[src/rtl/coin_anim_addr_gen.sv]
// rtl/coin_anim_addr_gen.sv - coin sprite ROM address, spin frame and pop life-cycle generator
//
// Maps the scan position onto a read address for the 20x20 coin-spin sprite
// ROMs, selects the spin frame, flags pixels inside the coin box and runs the
// coin life cycle IDLE -> SPIN -> POP (on collect) -> DONE.
//
// Ports:
//   Clk            in   system clock (pixel-rate domain)
//   Reset_n        in   asynchronous active-low reset
//   frame_clk      in   vsync-rate level, synchronous to Clk
//   DrawX, DrawY   in   current scan position
//   coin_x, coin_y in   coin top-left corner
//   coin_active    in   coin exists in the level
//   collect        in   one-cycle pulse when Mario touches the coin
//   read_address   out  sprite ROM address dy*SPRITE_W+dx, one Clk behind DrawX/DrawY
//   frame_sel      out  spin frame ROM select
//   pixel_valid    out  delayed pixel lies inside the coin box
//   collected_done out  pop animation finished
module coin_anim_addr_gen #(
    parameter int SPRITE_W        = 20,
    parameter int SPRITE_H        = 20,
    parameter int NUM_FRAMES      = 4,
    parameter int FRAMES_PER_STEP = 8,
    parameter int POP_HEIGHT      = 32,
    parameter int POP_STEP        = 2
) (
    input  logic       Clk,
    input  logic       Reset_n,
    input  logic       frame_clk,
    input  logic [9:0] DrawX,
    input  logic [9:0] DrawY,
    input  logic [9:0] coin_x,
    input  logic [9:0] coin_y,
    input  logic       coin_active,
    input  logic       collect,
    output logic [8:0] read_address,
    output logic [1:0] frame_sel,
    output logic       pixel_valid,
    output logic       collected_done
);

    localparam logic [1:0] ST_IDLE = 2'd0;
    localparam logic [1:0] ST_SPIN = 2'd1;
    localparam logic [1:0] ST_POP  = 2'd2;
    localparam logic [1:0] ST_DONE = 2'd3;

    localparam int STEP_W = (FRAMES_PER_STEP > 1) ? $clog2(FRAMES_PER_STEP) : 1;
    localparam int POP_W  = $clog2(POP_HEIGHT + 1);

    localparam logic [STEP_W-1:0] STEP_LAST    = STEP_W'(FRAMES_PER_STEP - 1);
    localparam logic [1:0]        FRAME_LAST   = 2'(NUM_FRAMES - 1);
    localparam logic [POP_W:0]    POP_STEP_C   = (POP_W + 1)'(POP_STEP);
    localparam logic [POP_W:0]    POP_HEIGHT_C = (POP_W + 1)'(POP_HEIGHT);
    localparam logic [10:0]       SPRITE_W_C   = 11'(SPRITE_W);
    localparam logic [10:0]       SPRITE_H_C   = 11'(SPRITE_H);

    logic [1:0]        state_q, state_d;
    logic [STEP_W-1:0] step_q, step_d;
    logic [1:0]        frame_sel_q, frame_sel_d;
    logic [POP_W-1:0]  pop_offset_q, pop_offset_d;
    logic              frame_clk_d_q, frame_clk_d_d;
    logic [8:0]        read_address_q, read_address_d;
    logic              pixel_valid_q, pixel_valid_d;

    logic              fe;
    logic              animating;
    logic [POP_W:0]    pop_sum;
    logic [10:0]       dx, dy;
    logic              in_box;
    logic [8:0]        addr;

    // A held-high frame_clk yields exactly one edge because frame_clk_d
    // follows it every Clk.
    assign fe        = frame_clk & ~frame_clk_d_q;
    assign animating = (state_q == ST_SPIN) || (state_q == ST_POP);
    assign pop_sum   = {1'b0, pop_offset_q} + POP_STEP_C;

    // 11-bit two's-complement offsets: bit 10 set means the pixel is left of /
    // above the box. The widest sum (1023 + POP_HEIGHT) also lands with bit 10
    // set, which is out of the box anyway, so no false hit can wrap around.
    assign dx = {1'b0, DrawX} - {1'b0, coin_x};
    assign dy = {1'b0, DrawY} + 11'(pop_offset_q) - {1'b0, coin_y};

    assign in_box = animating
                    && !dx[10] && (dx < SPRITE_W_C)
                    && !dy[10] && (dy < SPRITE_H_C);

    generate
        if (SPRITE_W == 20) begin : g_addr_shift
            assign addr = (dy[8:0] << 4) + (dy[8:0] << 2) + dx[8:0];
        end else begin : g_addr_mul
            assign addr = dy[8:0] * 9'(SPRITE_W) + dx[8:0];
        end
    endgenerate

    always_comb begin
        state_d        = state_q;
        step_d         = step_q;
        frame_sel_d    = frame_sel_q;
        pop_offset_d   = pop_offset_q;
        frame_clk_d_d  = frame_clk;
        read_address_d = in_box ? addr : 9'd0;
        pixel_valid_d  = in_box;

        // Spin keeps running through the pop so the coin still turns as it rises.
        if (fe && animating) begin
            if (step_q == STEP_LAST) begin
                step_d      = '0;
                frame_sel_d = (frame_sel_q == FRAME_LAST) ? 2'd0 : frame_sel_q + 2'd1;
            end else begin
                step_d = step_q + STEP_W'(1);
            end
        end

        case (state_q)
            ST_IDLE: begin
                if (coin_active) begin
                    state_d = ST_SPIN;
                end
            end
            ST_SPIN: begin
                // Coin removal wins over a simultaneous collect.
                if (!coin_active) begin
                    state_d = ST_IDLE;
                end else if (collect) begin
                    state_d = ST_POP;
                end
            end
            ST_POP: begin
                if (fe) begin
                    if (pop_sum >= POP_HEIGHT_C) begin
                        pop_offset_d = POP_W'(POP_HEIGHT);
                        state_d      = ST_DONE;
                    end else begin
                        pop_offset_d = pop_sum[POP_W-1:0];
                    end
                end
            end
            default: begin
                if (!coin_active) begin
                    state_d = ST_IDLE;
                end
            end
        endcase

        // Entering (or sitting in) IDLE leaves the animation fully rewound,
        // overriding any edge that arrived in the same cycle.
        if (state_d == ST_IDLE) begin
            step_d       = '0;
            frame_sel_d  = 2'd0;
            pop_offset_d = '0;
        end
    end

    always_ff @(posedge Clk or negedge Reset_n) begin
        if (!Reset_n) begin
            state_q        <= ST_IDLE;
            step_q         <= '0;
            frame_sel_q    <= 2'd0;
            pop_offset_q   <= '0;
            frame_clk_d_q  <= 1'b0;
            read_address_q <= 9'd0;
            pixel_valid_q  <= 1'b0;
        end else begin
            state_q        <= state_d;
            step_q         <= step_d;
            frame_sel_q    <= frame_sel_d;
            pop_offset_q   <= pop_offset_d;
            frame_clk_d_q  <= frame_clk_d_d;
            read_address_q <= read_address_d;
            pixel_valid_q  <= pixel_valid_d;
        end
    end

    assign read_address   = read_address_q;
    assign frame_sel      = frame_sel_q;
    assign pixel_valid    = pixel_valid_q;
    assign collected_done = (state_q == ST_DONE);

endmodule

[config.mk]
export PLATFORM = sky130hd
export DESIGN_NAME = coin_anim_addr_gen
export DESIGN_NICKNAME = d
export VERILOG_FILES = /design/src/rtl/coin_anim_addr_gen.sv
export SDC_FILE = /design/constraint.sdc
export NUM_CORES = 1
export LEC_CHECK = 0
export BUFFER_PORTS_ARGS = -buffer_cell sky130_fd_sc_hd__buf_2
export CORE_MARGIN = 5
export CORE_UTILIZATION = 56
export CTS_CLUSTER_DIAMETER = 60
export CTS_CLUSTER_SIZE = 25
export DETAILED_ROUTE_END_ITERATION = 7
export PLACE_DENSITY_LB_ADDON = 0.25
export SYNTH_ARGS = -nofsm -noshare
export SYNTH_HDL_FRONTEND = slang
export SYNTH_SLANG_ARGS = --single-unit
[constraint.sdc]
create_clock -name Clk -period 4.7 [get_ports Clk]
set_input_delay 0.94 -clock Clk [delete_from_list [all_inputs] [get_ports Clk]]
set_output_delay 0.94 -clock Clk [all_outputs]
set_load 0.1 [all_outputs]
; ---- After elaboration in Yosys (flattened, before gate mapping)
; Cells that the tools add are included.
; W data, S select, Z words.
[totals]
elab_cells = 60
in_bits = 45
output_inout_bits = 13
regBits = 24
[classes]
mux = 19
addsub = 8
eq_ne = 5
n_bitwise = 2
n_reduce_logical = 16
magnitude_cmp = 3
[op_table]
columns = operator, n
row1 = $mux W6, 4
row2 = $lt A11 B5 Y1 const B, 2
row3 = $mux W2, 10
row4 = $add A9 B9 Y9, 2
row5 = $add A10 B6 Y11, 1
row6 = $sub A10 B10 Y11, 1
row7 = $sub A11 B10 Y11, 1
row8 = $mux W3, 3
row9 = $mux W9, 1
row10 = $reduce_bool A2 Y1, 4
row11 = $add A6 B2 Y7 const B, 1
row12 = $ge A7 B6 Y1 const B, 1
row13 = $eq A2 B2 Y1 const B, 3
row14 = $pmux W2 S3, 1
row15 = $logic_and A1 B1 Y1, 5
row16 = $logic_not A2 Y1, 2
row17 = $reduce_and A2 Y1, 2
row18 = $add A3 B1 Y3 const B, 1
row19 = $eq A3 B3 Y1 const B, 1
row20 = $add A2 B1 Y2 const B, 1
row21 = $eq A2 B1 Y1 const B, 1
row22 = $logic_not A1 Y1, 2
row23 = $and A1 B1 Y1, 1
row24 = $logic_or A1 B1 Y1, 1
row25 = $not A1 Y1, 1

; ---- Longest topological paths before layout
; Gate-level depths: netlist of the first run.
[logic_depth]
depth_word = 8
depth_mapped = 18
depth_no_buf = 18

; ---- Worst setup path after synthesis of the first run
; No wires, ideal clock.
[synth_timing]
kind = input port to flip-flop
start = input port DrawY[1]
end = register read_address_q[8], in the netlist read_address[8]
t_arrival_ns = 4.355
setup_ns = 0.104
t_required_ns = 4.596
setup_slack_ns = 0.240
cell_stages = 16
n_path_buf = 0
path_cell_list = inv_1 fa_1 fa_1 and2b_1 o21a_1 or3_1 nand2_1 fa_1 inv_1 ha_1 o21ai_0 o21bai_1 a21oi_1 a21oi_1 or3b_2 nor4_2
[synth_via]
elab_chain_len = 6
elab_cells_between_ends = 9
cone_classes = add/sub (4) / order compare (1) / mux (1) / reduce/logical (3)
[synth_lines]
columns = item, line
row1 = start: declaration, 31  ; input logic [9:0] DrawY,
row2 = $add A10 B6 Y11 *, 82  ; assign dy = {1'b0, DrawY} + 11'(pop_offset_q) - {1'b0, coin_y};
row3 = $sub A11 B10 Y11 *, 82
row4 = branches (longest 3 deep; another with $add A9 B9 Y9), --
row5 = $mux W9 *, 102  ; read_address_d = in_box ? addr : 9'd0;
row6 = named net read_address_d[8], 62  ; logic [8:0] read_address_q, read_address_d;
row7 = end signal: assignment, 170  ; read_address_q <= read_address_d;
row8 = end: declaration, 62
; Mark *: on every way through the listed nets, which the timed path passes.
; A chain may end at the register's enable or synchronous reset.

; ---- Final worst setup path of the first run
; Ends and elaborated chain as after synthesis.

==> flow_metrics.env, run 1 <==
export IMPL_synth_xor_area_share_pct=3.72
export IMPL_antenna_found_initial=0
export IMPL_synth_edf_count=0
export IMPL_synth_net_count=418
export IMPL_firstDrtPassIters=4
export IMPL_slew_headroom_pct=56.0
export IMPL_wire_per_inst_um=12.5
export IMPL_syn_area_um2=2830
export IMPL_numPortBuffers=57
export IMPL_leakage_uw=0.00169
export IMPL_clkTransAtPathRegs_ns=0.08
export IMPL_ys_async_sr_fraction_pct=100
export IMPL_min_path_type="flop to flop"
export IMPL_design_area_um2=3240
export IMPL_totalWireLength_um=5630
export IMPL_clockRootBuffer="clkbuf_8"
export IMPL_ctsHoldBuffers=0
export IMPL_cts_buffers=3
export IMPL_cts_sinks=23
export IMPL_powerDensity_nw_per_um2=368
export IMPL_ys_flop_type="dfrtp_1"
export IMPL_drc=0
export IMPL_cts_tree="built"
export IMPL_hold_path_endpoint="step_q[0]"
export IMPL_max_cap_violations=0
export IMPL_rrSetupSlack_ns=0.52
export IMPL_start_util_pct=58.7
export IMPL_hold_violations=0
export IMPL_clock_path_buffers=2
export IMPL_finalCriticalPeriod_ns=4.48
export IMPL_cp_start_kind="input pin"
export IMPL_cp_end_kind="flop"
export IMPL_grt_pass1_vias=2276
export IMPL_num_rows=25
export IMPL_finalSetupViolCount=0
export IMPL_detail_route_iter0_violations=82
export IMPL_grt_overflow=0
export IMPL_skew_ns=0.00253
export IMPL_die_w_um=81.0
export IMPL_final_common_cell="buf_2"
export IMPL_ios=58
export IMPL_fmax_mhz=223
export IMPL_hp_start="step_q[0]"
export IMPL_avgViaCountPerCell=5.42
export IMPL_r2r_start="pop_offset_q[1]"
export IMPL_dp_hpwl_um=4750
export IMPL_holdPathStages=2
export IMPL_syn_inst=322
export IMPL_grt_max_degree=24
export IMPL_worstPathMaxFanout=4
export IMPL_synth_compound_area_share_pct=18.3
export IMPL_critPathRequiredTime_ns=4.86
export IMPL_grt_pass1_wl_um=9510
export IMPL_die_area_um2=6570
export IMPL_outcome="finished clean"
export IMPL_r2r_end="read_address[8]"
export IMPL_drive_gt1_share_pct=22.7
export IMPL_ys_seq_elements=23
export IMPL_post_cts_resized=0
export IMPL_placed_area_um2=3190
export IMPL_synth_top_family_by_area="adder cells"
export IMPL_worst_pin_slew_ns=0.657
export IMPL_dp_slack_ns=-0.0402
export IMPL_num_fill_cells=449
export IMPL_final_nets=480
export IMPL_gp_congestion=0.885
export IMPL_synth_area_per_cell_um2=8.78
export IMPL_rsz0062_at_grt="no"
export IMPL_chipHeight_um=81.0
export IMPL_area_growth_syn_to_layout_pct=14.6
export IMPL_synth_fa_ha_area_share_pct=25.8
export IMPL_worst_ir_drop_vdd_v=0.000213
export IMPL_timing_final_crit_share_pct=95.2
export IMPL_worst_ep_arrival_time_ns=4.64
export IMPL_postCtsSetupBuffers=0
export IMPL_ys_seq_area_share_pct=20.4
export IMPL_drv_slew=0
export IMPL_fin_ws_ns=0.224
export IMPL_num_antenna_cells=0
export IMPL_synthMuxAreaShare_pct=2.83
export IMPL_r2r_cells=16
export IMPL_cts_htree_levels=1
export IMPL_crit_type="input pin to flop"
export IMPL_grt_usage_pct=18.1
export IMPL_clk_insertion_delay_late_ns=0.26
export IMPL_vias=2438
export IMPL_synth_cell_types=55
export IMPL_synth_simple_gate_area_share_pct=20.5
export IMPL_layout_common_cells="buf_2, inv_1, ha_1"
export IMPL_core_area_um2=4820
export IMPL_yosysWarnings=0
export IMPL_drtAntennaViolNets=0
==> state kept, by name (all words and copies together), names as in the netlist <==
register / count
frame_sel: 2
read_address: 9
pixel_valid: 1
pop_offset_q: 5
state_q: 2
frame_clk_d_q: 1
step_q: 3
==> layout make-up <==
cell class / instances / area (µm²) / area share [%]
clock buffer: 3 / 41.3 / 1.28
multi-input combinational: 241 / 2010 / 62.1
tap: 67 / 83.8 / 2.59
timing repair buffer: 62 / 323 / 9.97
inverter: 53 / 199 / 6.14
clock inverter: 1 / 5.00 / 0.155
sequential: 23 / 576 / 17.8
==> worst max-delay path by stage <==
stage             start              end  slack [ns]  cells after the start
6_report       DrawY[1]  read_address[8]        0.22                     17
5_1_grt        DrawX[0]  read_address[8]      0.0007                     16
4_1_cts        DrawY[1]  read_address[8]        0.22                     17
3_5_place_dp   DrawY[1]  read_address[8]       -0.04                     17
3_3_place_gp   DrawY[1]  read_address[8]         0.1                     17
2_1_floorplan  DrawY[1]  read_address[8]        0.24                     16
==> layer usage <==
metal | track usage (%) | share of wire (%) | vias up
li1 | - | - | 1252
met1 | 22.9 | 45 | 1119
met2 | 32.8 | 49 | 61
met3 | 0.998 | 4.5 | 6
met4 | 5.91 | 1.3 | 0
met5 | 0 | 0 | -
==> report_power, final <==
part | switching (µW) | internal, µW | total (µW)
clock | 60.4 | 59.0 | 119
sequential | 16.8 | 215 | 231
combinational | 483 | 358 | 841
total | 561 | 631 | 1190
==> Yosys cell counts, types with 4 or more instances <==
cell / count / area share (%)
xor2_1: 4 / 1.2
ha_1: 39 / 17
nand4_1: 4 / 0.89
nand3_1: 7 / 1.2
nor3_1: 7 / 1.2
xnor2_1: 8 / 2.5
nor2_1: 20 / 2.7
o21ai_0: 17 / 3.0
nor2b_1: 8 / 1.8
dfrtp_1: 23 / 20
or3_1: 4 / 0.89
a21oi_1: 18 / 3.2
nand2_1: 17 / 2.3
fa_1: 12 / 8.5
mux2i_1: 8 / 2.8
inv_1: 53 / 7.0
nor4_2: 8 / 3.5
a21o_1: 7 / 1.9
==> kinds of logic after synthesis <==
kind of cell             after synthesis
AND/OR/NAND/NOR                       94
adder cells (fa/ha/maj)               51
flip-flops                            23
AO/OA/AOI/OAI                         76
buffers and inverters                 58
XOR/XNOR                              12
multiplexers                           8
==> critical path, cell delays in order <==
cell and delay, ns:
buf_2 0.07, inv_1 0.04, fa_1 0.53, fa_1 0.49, and2b_1 0.24, o21a_1 0.16
or3_1 0.13, nand2_1 0.07, fa_1 0.51, inv_1 0.04, ha_1 0.32, o21ai_0 0.12
o21bai_1 0.10, a21oi_1 0.20, a21oi_1 0.06, or3b_2 0.45, nor4_2 0.16
==> metrics by stage <==
step	total power [µW]	setup TNS, ns	cells	utilization [%]	hold slack [ns]
2_1_floorplan	895	0	322	-	0.493
3_3_place_gp	1050	0	446	66.3	0.513
3_5_place_dp	1070	-0.0402	446	66.3	0.523
4_1_cts	1200	0	450	67.2	0.558
5_1_grt	1320	0	450	67.2	0.605
6_report	1190	0	450	67.2	0.556
Note: power is estimated with default switching activity, not from simulation.
==> run 2: changes to the inputs <==
--- a/config.mk
+++ b/config.mk
@@ -5,6 +5,8 @@
 export SDC_FILE = /design/constraint.sdc
 export NUM_CORES = 1
 export LEC_CHECK = 0
+export ABC_AREA = 1
+export ABC_CLOCK_PERIOD_IN_PS = 4700
 export BUFFER_PORTS_ARGS = -buffer_cell sky130_fd_sc_hd__buf_2
 export CORE_MARGIN = 5
 export CORE_UTILIZATION = 56
==> flow_metrics.env, run 2 <==
export IMPL_ys_flop_type="dfrtp_1"
export IMPL_area_growth_syn_to_layout_pct=14.5
export IMPL_r2r_cells=22
export IMPL_min_path_type="flop to flop"
export IMPL_p_int_uw=574
export IMPL_fmax_mhz=242
export IMPL_r2r_end="read_address[8]"
export IMPL_dp_slack_ns=0.282
export IMPL_r2r_start="pop_offset_q[1]"
export IMPL_yosysMostFrequentCell="nand2_1"
export IMPL_cp_start_kind="input pin"
export IMPL_antenna_found_initial=0
export IMPL_p_clk_share_pct=11.0
export IMPL_synth_area_leaders="dfrtp_1, ha_1, nand2_1, inv_1, fa_1"
export IMPL_die_w_um=81.3
export IMPL_detail_route_iter0_violations=66
export IMPL_worstPathMaxFanout=4
export IMPL_die_area_um2=6620
export IMPL_cp_end_kind="flop"
export IMPL_ys_seq_elements=23
export IMPL_skew_ns=0.00733
export IMPL_finalSetupViolCount=0
export IMPL_grt_use_met1_pct=22.4
export IMPL_post_cts_resized=0
export IMPL_drive_gt1_share_pct=14.7
export IMPL_leakage_uw=0.00217
export IMPL_worst_ep_arrival_time_ns=4.29
export IMPL_finalCriticalPeriod_ns=4.13
export IMPL_crit_end="read_address[8]"
export IMPL_crit_chain="buf_2 > inv_1 > fa_1 > fa_1 > inv_1 > nand3_1 > nand2_1 > nand2_1 > nand2_1 > inv_1 > fa_1 > inv_1 > ha_1 > nand2_1 > inv_1 > nand3_1 > nand3_1 > nand2_1 > nand2_1 > nand2_1 > nand2_1 > xnor2_1 > nor2_1"
export IMPL_largest_register_ffs=9
export IMPL_gp_congestion=0.870
export IMPL_dp_hpwl_um=4950
export IMPL_cts_sinks=23
export IMPL_swShare_pct=48.7
export IMPL_syn_inst=423
export IMPL_drv_slew=0
export IMPL_synth_net_count=519
export IMPL_fin_ws_ns=0.575
export IMPL_clkTransAtPathRegs_ns=0.08
export IMPL_setup_tns_ns=0
export IMPL_drtAntennaViolNets=0
export IMPL_yosysTopAreaCell="dfrtp_1"
export IMPL_avgViaCountPerCell=4.88
export IMPL_final_nets=580
export IMPL_max_cap_violations=0
export IMPL_drc=0
export IMPL_postCtsSetupBuffers=0
export IMPL_wire_per_inst_um=10.2
export IMPL_worst_pin_slew_ns=0.496
export IMPL_slew_headroom_pct=66.9
export IMPL_num_antenna_cells=0
export IMPL_timing_final_crit_share_pct=87.8
export IMPL_ios=58
export IMPL_crit_type="input pin to flop"
export IMPL_p_sw_uw=545
export IMPL_cp_startpoint="DrawY[1]"
export IMPL_cts_htree_levels=1
export IMPL_busiest_layer="met2"
export IMPL_grt_pass1_wl_um=9840
export IMPL_critPathRequiredTime_ns=4.86
export IMPL_num_rows=26
export IMPL_worst_ir_drop_vdd_v=0.000183
export IMPL_clockRootBuffer="clkbuf_8"
export IMPL_start_util_pct=56.9
export IMPL_ys_async_sr_fraction_pct=100
export IMPL_numPortBuffers=57
export IMPL_grt_util_met3_pct=1.77
export IMPL_clk_insertion_delay_late_ns=0.27
export IMPL_totalWireLength_um=5650
export IMPL_firstDrtPassIters=5
export IMPL_cts_tree="built"
export IMPL_crit_slowest_cell="fa_1"
export IMPL_rrSetupSlack_ns=0.90
export IMPL_grt_usage_pct=18.4
export IMPL_ys_seq_area_share_pct=20.2
export IMPL_grt_overflow=0
export IMPL_syn_area_um2=2850
export IMPL_final_common_cell="nand2_1"
export IMPL_grt_max_degree=24
export IMPL_critical_path_most_common_cell="nand2_1"
export IMPL_vias=2698
export IMPL_synthTopCellsByCount="nand2_1, inv_1, ha_1, nand3_1, dfrtp_1"
export IMPL_p_seq_share_pct=20.8
export IMPL_synth_area_per_cell_um2=6.74
export IMPL_gr_usage_met2_pct=33.7
export IMPL_rsz0062_at_grt="no"
export IMPL_clock_path_buffers=2
export IMPL_synth_top_cell_area_share_pct=20.2
export IMPL_synth_cell_types=28
export IMPL_hold_violations=0
export IMPL_cts_buffers=3
export IMPL_slowest_delay_ns=0.52
export IMPL_ctsHoldBuffers=0
export IMPL_outcome="finished clean"
export IMPL_core_area_um2=5010
export IMPL_powerDensity_nw_per_um2=343
export IMPL_chipHeight_um=81.3
export IMPL_path_depth=23
export IMPL_synth_edf_count=0
export IMPL_yosysWarnings=0
export IMPL_power_frac_comb_pct=68.2
export IMPL_grt_pass1_vias=2475
export IMPL_crit_buf_inv=6
export IMPL_critical_path_top_delay_family="adder cells"
export IMPL_layout_common_cells="nand2_1, inv_1, buf_2"
==> run 2: cell types whose count changed after synthesis, moves of 4 or more <==
cell and delta:
a21o_1 -5, a21oi_1 -6, inv_1 +60, mux2i_1 -8, nand2_1 +102, nand3_1 +27, nand4_1 +6, nor2_2 +5
nor2b_1 -8, nor4_2 -8, o21ai_0 -12, or3_1 -4
==> run 2: worst reg2reg max path: cells and delay by family (launching register included) <==
family	cells	cell delay, ns
buf+inv	5	0.43
flops	1	0.40
simple gates	12	0.96
fa+ha+maj	4	1.78
xor+xnor	1	0.11
==> run 2: worst min-delay path by stage <==
| stage | to | depth (start not counted) | startpoint |
|---|---|---|---|
| 4_1_cts | step_q[1] | 4 | step_q[1] |
| 2_1_floorplan | step_q[1] | 4 | step_q[1] |
| 3_5_place_dp | step_q[1] | 4 | step_q[1] |
| 6_report | step_q[1] | 4 | step_q[1] |
| 3_3_place_gp | step_q[2] | 4 | step_q[2] |
| 5_1_grt | step_q[0] | 3 | step_q[0] |
==> run 2: layout make-up <==
class	count	area [µm²]
Sequential cell	23	576
Inverter	113	424
Fill cell	486	1750
Multi-Input combinational cell	286	1850
Tap cell	70	87.6
Clock buffer	4	45.0
Timing Repair Buffer	57	285
==> run 2: cells by family after synthesis <==
family | synth area share (%)
AND/OR/NAND/NOR | 30.7
XOR/XNOR | 3.07
buffers and inverters | 15.0
multiplexers | 0.395
AO/OA/AOI/OAI | 5.05
adder cells (fa/ha/maj) | 25.5
flip-flops | 20.2
==> run 2: through the flow <==
step	instances	cell area (µm²)	utilization (%)	power (µW)	hold slack (ns)
3_5_place_dp	549	3220	64.3	997	0.570
2_1_floorplan	423	2850	-	834	0.532
5_1_grt	553	3260	65.2	1250	0.643
4_1_cts	553	3260	65.2	1120	0.591
6_report	553	3260	65.2	1120	0.596
3_3_place_gp	549	3220	64.3	963	0.555
==> run 2: layer usage <==
metal  vias up  wire [µm]
met5         -          0
met4         0         92
met3        11        288
met2        63       2730
met1      1206       2540
li1       1418          -
==> run 2: power by group through the flow <==
stage | logic [µW] | registers [µW] | clock network [µW]
detailed placement | 761 | 235 | 0
global placement | 729 | 234 | 0
finish | 763 | 232 | 123
global route | 883 | 234 | 132
floorplan | 604 | 230 | 0
CTS | 766 | 231 | 123
